[src/rtl/bcd_timer_if.sv]
// bcd_countdown_timer control/display bundle.
// master drives controls + load digits; slave drives time digits + status.
interface bcd_timer_if #(
  parameter int BCD_W = 4
);
  logic             i_tick;
  logic             i_clear;
  logic             i_load_en;
  logic             i_start;
  logic             i_pause;
  logic [BCD_W-1:0] i_load_sec0;
  logic [BCD_W-1:0] i_load_sec1;
  logic [BCD_W-1:0] i_load_min0;
  logic [BCD_W-1:0] i_load_min1;
  logic [BCD_W-1:0] i_load_hour0;
  logic [BCD_W-1:0] i_load_hour1;
  logic [BCD_W-1:0] o_sec0;
  logic [BCD_W-1:0] o_sec1;
  logic [BCD_W-1:0] o_min0;
  logic [BCD_W-1:0] o_min1;
  logic [BCD_W-1:0] o_hour0;
  logic [BCD_W-1:0] o_hour1;
  logic             o_running;
  logic             o_paused;
  logic             o_done;
  logic             o_load_err;

  modport master (
    output i_tick, i_clear, i_load_en,
    output i_start, i_pause,
    output i_load_sec0, i_load_sec1,
    output i_load_min0, i_load_min1,
    output i_load_hour0, i_load_hour1,
    input  o_sec0, o_sec1, o_min0,
    input  o_min1, o_hour0, o_hour1,
    input  o_running, o_paused,
    input  o_done, o_load_err
  );

  modport slave (
    input  i_tick, i_clear, i_load_en,
    input  i_start, i_pause,
    input  i_load_sec0, i_load_sec1,
    input  i_load_min0, i_load_min1,
    input  i_load_hour0, i_load_hour1,
    output o_sec0, o_sec1, o_min0,
    output o_min1, o_hour0, o_hour1,
    output o_running, o_paused,
    output o_done, o_load_err
  );
endinterface

[src/rtl/bcd_countdown_timer.sv]
// hh:mm:ss BCD countdown timer: load, 1 Hz decrement with borrow, expiry.
// Ports: i_clk, i_rst (async high), bus (bcd_timer_if.slave).
module bcd_countdown_timer #(
  parameter int BCD_W     = 4,
  parameter int HOUR1_MAX = 2
) (
  input logic        i_clk,
  input logic        i_rst,
  bcd_timer_if.slave bus
);
  typedef enum logic [1:0] {
    IDLE, RUN, PAUSE, DONE
  } state_t;

  localparam logic [BCD_W-1:0] C0 = '0;
  localparam logic [BCD_W-1:0] C1 = BCD_W'(1);
  localparam logic [BCD_W-1:0] C3 = BCD_W'(3);
  localparam logic [BCD_W-1:0] C5 = BCD_W'(5);
  localparam logic [BCD_W-1:0] C9 = BCD_W'(9);
  localparam logic [BCD_W-1:0] CH = BCD_W'(HOUR1_MAX);

  state_t           r_state;
  logic [BCD_W-1:0] r_s0, r_s1, r_m0;
  logic [BCD_W-1:0] r_m1, r_h0, r_h1;
  logic             r_running;
  logic             r_paused;
  logic             r_done;
  logic             r_load_err;

  logic             w_b0, w_b1, w_b2, w_b3, w_b4;
  logic [BCD_W-1:0] w_s0, w_s1, w_m0;
  logic [BCD_W-1:0] w_m1, w_h0, w_h1;
  logic             w_zero, w_one, w_legal;
  logic             w_idle_like;

  // borrow ripples up only while every lower digit sits at zero
  assign w_b0 = (r_s0 == C0);
  assign w_b1 = w_b0 & (r_s1 == C0);
  assign w_b2 = w_b1 & (r_m0 == C0);
  assign w_b3 = w_b2 & (r_m1 == C0);
  assign w_b4 = w_b3 & (r_h0 == C0);

  assign w_s0 = w_b0 ? C9 : r_s0 - C1;
  assign w_s1 = !w_b0 ? r_s1 :
                w_b1 ? C5 : r_s1 - C1;
  assign w_m0 = !w_b1 ? r_m0 :
                w_b2 ? C9 : r_m0 - C1;
  assign w_m1 = !w_b2 ? r_m1 :
                w_b3 ? C5 : r_m1 - C1;
  assign w_h0 = !w_b3 ? r_h0 :
                w_b4 ? C9 : r_h0 - C1;
  assign w_h1 = !w_b4 ? r_h1 : r_h1 - C1;

  assign w_zero = w_b4 & (r_h1 == C0);
  assign w_one  = (r_s0 == C1) & (r_s1 == C0) &
                  (r_m0 == C0) & (r_m1 == C0) &
                  (r_h0 == C0) & (r_h1 == C0);

  assign w_legal =
    (bus.i_load_sec0  <= C9) &
    (bus.i_load_sec1  <= C5) &
    (bus.i_load_min0  <= C9) &
    (bus.i_load_min1  <= C5) &
    (bus.i_load_hour0 <= C9) &
    (bus.i_load_hour1 <= CH) &
    ((bus.i_load_hour1 != CH) |
     (bus.i_load_hour0 <= C3));

  assign w_idle_like = (r_state == IDLE) |
                       (r_state == PAUSE);

  always_ff @(posedge i_clk or posedge i_rst) begin
    if (i_rst) begin
      r_state    <= IDLE;
      r_s0       <= C0;
      r_s1       <= C0;
      r_m0       <= C0;
      r_m1       <= C0;
      r_h0       <= C0;
      r_h1       <= C0;
      r_running  <= 1'b0;
      r_paused   <= 1'b0;
      r_done     <= 1'b0;
      r_load_err <= 1'b0;
    end else begin
      r_done     <= 1'b0;
      r_load_err <= 1'b0;
      if (bus.i_clear) begin
        r_state   <= IDLE;
        r_s0      <= C0;
        r_s1      <= C0;
        r_m0      <= C0;
        r_m1      <= C0;
        r_h0      <= C0;
        r_h1      <= C0;
        r_running <= 1'b0;
        r_paused  <= 1'b0;
      end else if (bus.i_load_en) begin
        if (r_state != RUN && w_legal) begin
          r_state   <= IDLE;
          r_s0      <= bus.i_load_sec0;
          r_s1      <= bus.i_load_sec1;
          r_m0      <= bus.i_load_min0;
          r_m1      <= bus.i_load_min1;
          r_h0      <= bus.i_load_hour0;
          r_h1      <= bus.i_load_hour1;
          r_running <= 1'b0;
          r_paused  <= 1'b0;
        end else begin
          r_load_err <= 1'b1;
        end
      end else if (bus.i_pause) begin
        if (r_state == RUN) begin
          r_state   <= PAUSE;
          r_running <= 1'b0;
          r_paused  <= 1'b1;
        end
      end else if (bus.i_start) begin
        // a tick in the same cycle is dropped
        if (w_idle_like && !w_zero) begin
          r_state   <= RUN;
          r_running <= 1'b1;
          r_paused  <= 1'b0;
        end
      end else if (bus.i_tick && r_state == RUN) begin
        r_s0 <= w_s0;
        r_s1 <= w_s1;
        r_m0 <= w_m0;
        r_m1 <= w_m1;
        r_h0 <= w_h0;
        r_h1 <= w_h1;
        if (w_one) begin
          r_state   <= DONE;
          r_running <= 1'b0;
          r_done    <= 1'b1;
        end
      end
    end
  end

  assign bus.o_sec0     = r_s0;
  assign bus.o_sec1     = r_s1;
  assign bus.o_min0     = r_m0;
  assign bus.o_min1     = r_m1;
  assign bus.o_hour0    = r_h0;
  assign bus.o_hour1    = r_h1;
  assign bus.o_running  = r_running;
  assign bus.o_paused   = r_paused;
  assign bus.o_done     = r_done;
  assign bus.o_load_err = r_load_err;
endmodule

[src/flat_wrapper.sv]
// flat-port wrapper written by rule: the top's interface ports become plain ports
module bcd_countdown_timer_flat 
#(
  parameter int BCD_W     = 4,
  parameter int HOUR1_MAX = 2
)
  (i_clk, i_rst, bus_i_tick, bus_i_clear, bus_i_load_en, bus_i_start, bus_i_pause, bus_i_load_sec0, bus_i_load_sec1, bus_i_load_min0, bus_i_load_min1, bus_i_load_hour0, bus_i_load_hour1, bus_o_sec0, bus_o_sec1, bus_o_min0, bus_o_min1, bus_o_hour0, bus_o_hour1, bus_o_running, bus_o_paused, bus_o_done, bus_o_load_err);
  bcd_timer_if #(.BCD_W(BCD_W)) bus_i ();
  input logic i_clk;
  input logic i_rst;
  input wire logic [$bits(bus_i.i_tick)-1:0] bus_i_tick;
  input wire logic [$bits(bus_i.i_clear)-1:0] bus_i_clear;
  input wire logic [$bits(bus_i.i_load_en)-1:0] bus_i_load_en;
  input wire logic [$bits(bus_i.i_start)-1:0] bus_i_start;
  input wire logic [$bits(bus_i.i_pause)-1:0] bus_i_pause;
  input wire logic [$bits(bus_i.i_load_sec0)-1:0] bus_i_load_sec0;
  input wire logic [$bits(bus_i.i_load_sec1)-1:0] bus_i_load_sec1;
  input wire logic [$bits(bus_i.i_load_min0)-1:0] bus_i_load_min0;
  input wire logic [$bits(bus_i.i_load_min1)-1:0] bus_i_load_min1;
  input wire logic [$bits(bus_i.i_load_hour0)-1:0] bus_i_load_hour0;
  input wire logic [$bits(bus_i.i_load_hour1)-1:0] bus_i_load_hour1;
  output wire logic [$bits(bus_i.o_sec0)-1:0] bus_o_sec0;
  output wire logic [$bits(bus_i.o_sec1)-1:0] bus_o_sec1;
  output wire logic [$bits(bus_i.o_min0)-1:0] bus_o_min0;
  output wire logic [$bits(bus_i.o_min1)-1:0] bus_o_min1;
  output wire logic [$bits(bus_i.o_hour0)-1:0] bus_o_hour0;
  output wire logic [$bits(bus_i.o_hour1)-1:0] bus_o_hour1;
  output wire logic [$bits(bus_i.o_running)-1:0] bus_o_running;
  output wire logic [$bits(bus_i.o_paused)-1:0] bus_o_paused;
  output wire logic [$bits(bus_i.o_done)-1:0] bus_o_done;
  output wire logic [$bits(bus_i.o_load_err)-1:0] bus_o_load_err;
  assign bus_i.i_tick = bus_i_tick;
  assign bus_i.i_clear = bus_i_clear;
  assign bus_i.i_load_en = bus_i_load_en;
  assign bus_i.i_start = bus_i_start;
  assign bus_i.i_pause = bus_i_pause;
  assign bus_i.i_load_sec0 = bus_i_load_sec0;
  assign bus_i.i_load_sec1 = bus_i_load_sec1;
  assign bus_i.i_load_min0 = bus_i_load_min0;
  assign bus_i.i_load_min1 = bus_i_load_min1;
  assign bus_i.i_load_hour0 = bus_i_load_hour0;
  assign bus_i.i_load_hour1 = bus_i_load_hour1;
  assign bus_o_sec0 = bus_i.o_sec0;
  assign bus_o_sec1 = bus_i.o_sec1;
  assign bus_o_min0 = bus_i.o_min0;
  assign bus_o_min1 = bus_i.o_min1;
  assign bus_o_hour0 = bus_i.o_hour0;
  assign bus_o_hour1 = bus_i.o_hour1;
  assign bus_o_running = bus_i.o_running;
  assign bus_o_paused = bus_i.o_paused;
  assign bus_o_done = bus_i.o_done;
  assign bus_o_load_err = bus_i.o_load_err;
  bcd_countdown_timer #(.BCD_W(BCD_W), .HOUR1_MAX(HOUR1_MAX)) u_core (.i_clk(i_clk), .i_rst(i_rst), .bus(bus_i));
endmodule
[config.mk]
export PLATFORM = sky130hd
export DESIGN_NAME = bcd_countdown_timer_flat
export DESIGN_NICKNAME = d
export VERILOG_FILES = /design/src/rtl/bcd_timer_if.sv /design/src/rtl/bcd_countdown_timer.sv /design/src/flat_wrapper.sv
export SDC_FILE = /design/constraint.sdc
export NUM_CORES = 1
export LEC_CHECK = 0
export ABC_AREA = 1
export CAP_MARGIN = 20
export CORE_ASPECT_RATIO = 2
export CORE_MARGIN = 2
export CORE_UTILIZATION = 45
export DETAILED_ROUTE_END_ITERATION = 10
export PLACE_DENSITY = 0.74
export SYNTH_ARGS = -nofsm -noshare
export SYNTH_HDL_FRONTEND = slang
export SYNTH_SLANG_ARGS = --single-unit
[constraint.sdc]
create_clock -name i_clk -period 3.8 [get_ports i_clk]
set_input_delay 0.38 -clock i_clk [delete_from_list [all_inputs] [get_ports i_clk]]
set_output_delay 0.38 -clock i_clk [all_outputs]
set_load 0.01 [all_outputs]
==> metrics.txt, run 1 <==
DIE WIDTH=54.5 um; FILL cells=477; slowest CP cell=clkdlybuf4s50_1; vias per cell=5.19; crit-path cells=clkdlybuf4s50_1 > nor2_2 > inv_2 > nor3_1 > nand2_1 > nand2_2 > nor2_4 > nand2_1 > nand2_1; synthesized area=0.00230 sq mm; Distinct cells, synth=34; drt initial violations=55; vias=2267; placed cell areas=0.00292 sq mm; peak supply drop=350 uV; # diodes=0; CTS resizes=0; final wirelength=6130 um; Clock Latency Late Sink=280 ps; EDFF count, synth=0; # hold bufs at CTS=0; fin util=61.2%; Yosys reg bits=30; Synth Instances=319; simple-gate share of the synthesized area=39.4%; gr usage total=23.9%; final instance area=0.00301 sq mm; Die Ht=105 um; slew margin rel.=54.6%; cell taking the most area after synthesis=dfrtp_1; Reg2Reg Depth=9; grt total ovfl=0; Routed WL per cell=14.0 um; clk_skew=7.86 ps; Total Neg Setup Slack=0 ps; CP Class=in2reg; Reg2Reg Launch Point=u_core.bus.o_sec1[0]; Detailed Routing Iterations Pass 1=4; Clock Sinks=30; Synth Flop Type=dfrtp_1; largest family of logic cells by synthesized area=simple AND/OR/NAND/NOR gates; largest net degree at the start of global routing=31; max cap viols=0; CP Depth=9; xor and xnor area share after synthesis=3.05%; die area=0.00573 sq mm; CP Buf/Inv Count=2; Hold/Removal Path Class=in2async; Clock transition at path regs=70 ps; Worst setup SP type=input pin; top-count cell post-synth=nand2_1; I/O pin cnt=59; layout cells sized above 1=11.8%; post-CTS setup buffers=0; residual DRC count=0; Reg-to-Reg End=u_core.bus.o_hour1[0]; max-slew violations=0; Inserted Clock Buffers=5; CP endpoint kind=flop; Worst R2R Setup Slack=2070 ps; PwrDens=396 mW/mm^2; CORE AREA=0.00491 sq mm; status=complete, no violations; top cells by area, synth=dfrtp_1 33%, nand2_1 15%, inv_1 6.2%; family with the most delay on the worst path=simple AND/OR/NAND/NOR gates; Synth top area share=32.7%; Starting Density=46.8%; vias in the first global route=2276; gp weighted congestion=0.879; mux contribution to synthesized area=0%; Least-Margin Pin Slew=680 ps; P_leak=1.46 nW; Worst Setup SP=bus_i_clear; Buffers on Ports=58; minimum clock period=2330 ps; CP most frequent cell=nand2_1; synth cell count leaders=92 x nand2_1, 38 x inv_1, 30 x dfrtp_1, 28 x nor2_1, 16 x o21ai_1; CP Max Fanout=12; unrepaired setup endpoints after global routing=no; CTS tree=built; highest clock rate=430 MHz; initial antenna violation count=0; root buf cell=clkbuf_8; asr flop ratio synth=100%; Data arrival, critical path=2490 ps; Power Total=1.19 mW; post-DP HPWL=4850 um; syn_area_per_cell=7.21 sq um; Row Count=36; Syn Nets=357; compound-gate portion of the synthesized area=11.9%; H-tree Lvls=2; Nets=419; worst stage delay on the critical path=650 ps; antenna-violating nets left=0; first-pass GRT wire length=10200 um; Hold Fails Final Rpt=0; Setup crit end=u_core.r_state[0]; clk buf depth=2; Crit path required time=3960 ps; register area share after synthesis=32.7%; final period utilization=61.2%; yosys warns=0; area added between synthesis and finish=30.8%; Final setup viols=0; Adder-Cell Fraction of Synth Area=3.81%
## tightest hold or removal path: stages
cell	delay [ps]
clkdlybuf4s50_1	400
inv_1	50
buf_4	350
## cells by family after synthesis
| logic type | after synthesis |
|---|---|
| simple gates | 175 |
| flops | 30 |
| xor+xnor | 8 |
| buf+inv | 51 |
| compound gates | 48 |
| fa+ha+maj | 7 |
## placed cells by master (no fill, tap or decap), types with 5 or more instances in the layout
cell,n
nand3_4,5
nor3_1,6
nor2_1,28
clkbuf_8,6
nor2_2,5
a21oi_1,9
o21ai_1,16
ha_1,7
inv_2,8
nand2_2,8
xor2_1,5
inv_1,38
nand3_1,15
o21ai_0,9
nand2_1,92
dfrtp_1,30
clkdlybuf4s50_1,58
## registers in the layout, summed over array words and instances, names as in the netlist
register               count
u_core.bus.o_running       1
u_core.bus.o_sec0          4
u_core.bus.o_done          1
u_core.bus.o_min0          4
u_core.bus.o_hour0         4
u_core.bus.o_load_err      1
u_core.bus.o_min1          4
u_core.r_state             2
u_core.bus.o_hour1         4
u_core.bus.o_sec1          4
u_core.bus.o_paused        1
## area by class of cell
class                   count  area (sq um)  share of cell area (%)
multi-input cells         238          1340                    44.5
flip-flops and latches     30           751                    25.0
repair buffers             59           588                    19.6
inverters                  47           176                    5.87
clock buffers               6          82.6                    2.75
well taps                  57          71.3                    2.37
## layer usage
| metal | global-route usage [%] | vias up | routed length [um] |
|---|---|---|---|
| li1 | - | 1136 | - |
| met1 | 26.4 | 1044 | 2300 |
| met2 | 41.2 | 70 | 3380 |
| met3 | 3.57 | 17 | 226 |
| met4 | 12.5 | 0 | 229 |
| met5 | 0 | - | 0 |
## where the power goes
group	switching (mW)	internal (mW)	total, mW
clock network	0.116	0.139	0.255
logic	0.269	0.236	0.505
registers	0.0615	0.369	0.430
total	0.446	0.744	1.19
## worst min-delay path by stage
stage	cells past startpoint	end	start	slack, ps
5_1_grt	2	u_core.bus.o_paused	u_core.bus.o_paused	500
2_1_floorplan	1	u_core.bus.o_done	bus_i_start	450
3_5_place_dp	2	u_core.bus.o_paused	u_core.bus.o_paused	470
6_report	3	u_core.bus.o_hour0[0]	i_rst	470
3_3_place_gp	2	u_core.bus.o_paused	u_core.bus.o_paused	460
4_1_cts	2	u_core.bus.o_paused	u_core.bus.o_paused	480
## metrics by stage
stage / worst slack, ps / instances / hold WS [ps]
floorplan: 2260 / 319 / 452
global placement: 1330 / 431 / 462
detailed placement: 1210 / 431 / 465
CTS: 1490 / 437 / 482
global route: 1310 / 437 / 495
finish: 1470 / 437 / 475
(Power assumes the default switching activity.)
==> run 2, diff against run 1 <==
--- a/config.mk
+++ b/config.mk
@@ -11,7 +11,7 @@
 export CORE_MARGIN = 2
 export CORE_UTILIZATION = 45
 export DETAILED_ROUTE_END_ITERATION = 10
-export PLACE_DENSITY = 0.74
+export PLACE_DENSITY = 0.77
 export SYNTH_ARGS = -nofsm -noshare
 export SYNTH_HDL_FRONTEND = slang
 export SYNTH_SLANG_ARGS = --single-unit
==> constraint.sdc (replaced) <==
create_clock -name i_clk -period 2 [get_ports i_clk]
set_input_delay 0.2 -clock i_clk [delete_from_list [all_inputs] [get_ports i_clk]]
set_output_delay 0.2 -clock i_clk [all_outputs]
set_load 0.01 [all_outputs]
==> run 2 against run 1 <==
  * Design area grew 1.8%
  * Register-to-register slack got worse by 1800 ps
  * Combinational power rose by 91%
  * Critical path type is now reg2reg
  * Largest power group unchanged
  * Highest routed layer unchanged
==> metrics.txt, run 2 (synthesis gave the netlist of run 1 again) <==
status=complete, no violations; initial antenna violation count=0 (unchanged); Die Ht=105 um (unchanged); Total Neg Setup Slack=0 ps (unchanged); die area=0.00573 sq mm (unchanged); highest clock rate=586 MHz; # diodes=0 (unchanged); Clock Latency Late Sink=280 ps (about the same); I/O pin cnt=59 (unchanged); clk buf depth=2 (unchanged); FF+latch area=751 sq um (unchanged); Nets=425 (+1.4%); commonest cells after routing, fill and taps aside=92 x nand2_1, 58 x clkdlybuf4s50_1, 38 x inv_1; gr usage total=25.1% (+1.2 points); max cap viols=0 (unchanged); placed cell areas=0.00297 sq mm (+1.5%); Final setup viols=0 (unchanged); drt initial violations=65 (+18%); vias=2280 (+0.57%); crit-path cells=inv_1 > ha_1 > nand3_2 > nor3_1 > nand2_1 > nand2_1 > nand2_2 > o21bai_1 > nand2_1; Inserted Clock Buffers=5 (unchanged); CP Class=reg2reg; final instance area=0.00306 sq mm (+1.8%); FILL cells=448 (-6.1%); Worst setup SP type=flop; # hold bufs at CTS=0 (unchanged); max-slew violations=0 (unchanged); Detailed Routing Iterations Pass 1=4 (unchanged); CP Buf/Inv Count=1 (-1); Power Total=2.29 mW (+93%); worst hold slack=290 ps (-185 ps); CORE AREA=0.00491 sq mm (unchanged); Routed WL per cell=14.0 um (-0.21%); PwrDens=750 mW/mm^2 (+89%); slew margin rel.=74.0% (+19 points); Hold/Removal Path Class=in2async; Data arrival, critical path=1880 ps (-610 ps); vias in the first global route=2320 (+1.9%); CTS tree=built; Clock Sinks=30 (unchanged); commonest non-fill, non-tap cell in the layout=nand2_1; CP most frequent cell=nand2_1; root buf cell=clkbuf_8; vias per cell=5.12 (-1.2%); area added between synthesis and finish=33.1%; peak supply drop=647 uV (+85%); slowest CP cell=dfrtp_1; post-CTS setup buffers=0 (unchanged); post-DP HPWL=5010 um (+3.4%); gp weighted congestion=0.841 (-4.3%); final period utilization=85.4%; Row Count=36 (unchanged); first-pass GRT wire length=10600 um (+4.2%); DIE WIDTH=54.5 um (unchanged); Least-Margin Pin Slew=390 ps (-291 ps); family with the most delay on the worst path=simple AND/OR/NAND/NOR gates; CTS resizes=0 (unchanged); Clock transition at path regs=70 ps (about the same); Place WS=261 ps (-948 ps); minimum clock period=1710 ps; Multi-input gate area=0.00134 sq mm (unchanged); clk_skew=5.72 ps (-2.14 ps); worst stage delay on the critical path=420 ps (-230 ps); layout cells sized above 1=13.4% (+1.6 points); antenna-violating nets left=0 (unchanged); setup ws final=293 ps (-1180 ps); largest net degree at the start of global routing=31 (unchanged); P_leak=1.49 nW (+2.4%); H-tree Lvls=2 (unchanged); Starting Density=46.8% (unchanged); residual DRC count=0 (unchanged); Buffers on Ports=58 (unchanged); final wirelength=6230 um (+1.6%); grt total ovfl=0 (unchanged); Hold Fails Final Rpt=0 (unchanged); CP Max Fanout=4 (-8); unrepaired setup endpoints after global routing=no; CP endpoint kind=flop; Crit path required time=2170 ps (-1790 ps)
## run 2: cell count changes in the layout (fill, tap and decap cells not counted)
cell	previous run	this run
clkbuf_1	0	1
buf_4	1	7
clkinv_2	0	1
## run 2: tightest hold or removal path, stage by stage
cell             delay, ps
clkdlybuf4s50_1        390
inv_1                   50
buf_4                  350
## run 2: worst paths after layout
path	from	to	slack, ps	cells after the start
max	u_core.bus.o_sec1[0]	u_core.r_state[0]	290	9
min	i_rst	u_core.bus.o_load_err	290	3
max reg2reg	u_core.bus.o_sec1[0]	u_core.r_state[0]	290	9
min reg2reg	u_core.bus.o_paused	u_core.bus.o_paused	480	2
max in group asynchronous	i_rst	u_core.bus.o_min1[1]	1420	3
min in group i_clk	u_core.bus.o_paused	u_core.bus.o_paused	480	2
## run 2: where the power goes
part	total [mW]	switching [mW]	internal, mW
Combinational	0.966	0.510	0.456
Sequential	0.821	0.120	0.701
Clock	0.508	0.230	0.277
## run 2: area by class of cell
cell class,count,area share [%]
clock buffer,7,2.82
clock inverter,1,0.164
sequential,30,24.5
timing repair buffer,65,20.7
inverter,47,5.77
multi-input combinational,238,43.7
tap,57,2.33
## run 2: per-layer routing
metal	wire length, um	global-route usage [%]	vias up
met5	0	0	-
met4	204	12.0	0
met3	229	4.71	18
met2	3610	44.4	61
met1	2190	26.5	1053
li1	-	-	1148
## run 2: stage by stage
step | utilization, % | instances
6_report | 62.3 | 445
5_1_grt | 62.3 | 445
4_1_cts | 62.3 | 445
3_5_place_dp | 60.4 | 437
2_1_floorplan | - | 319
3_3_place_gp | 60.4 | 437
==> run 3, diff against run 2 <==
--- a/config.mk
+++ b/config.mk
@@ -12,6 +12,7 @@
 export CORE_UTILIZATION = 45
 export DETAILED_ROUTE_END_ITERATION = 10
 export PLACE_DENSITY = 0.77
+export SKIP_CTS_REPAIR_TIMING = 1
 export SYNTH_ARGS = -nofsm -noshare
 export SYNTH_HDL_FRONTEND = slang
 export SYNTH_SLANG_ARGS = --single-unit
==> results of run 3 <==
No change in the layout: final DEF, timing and power equal those of run 2.
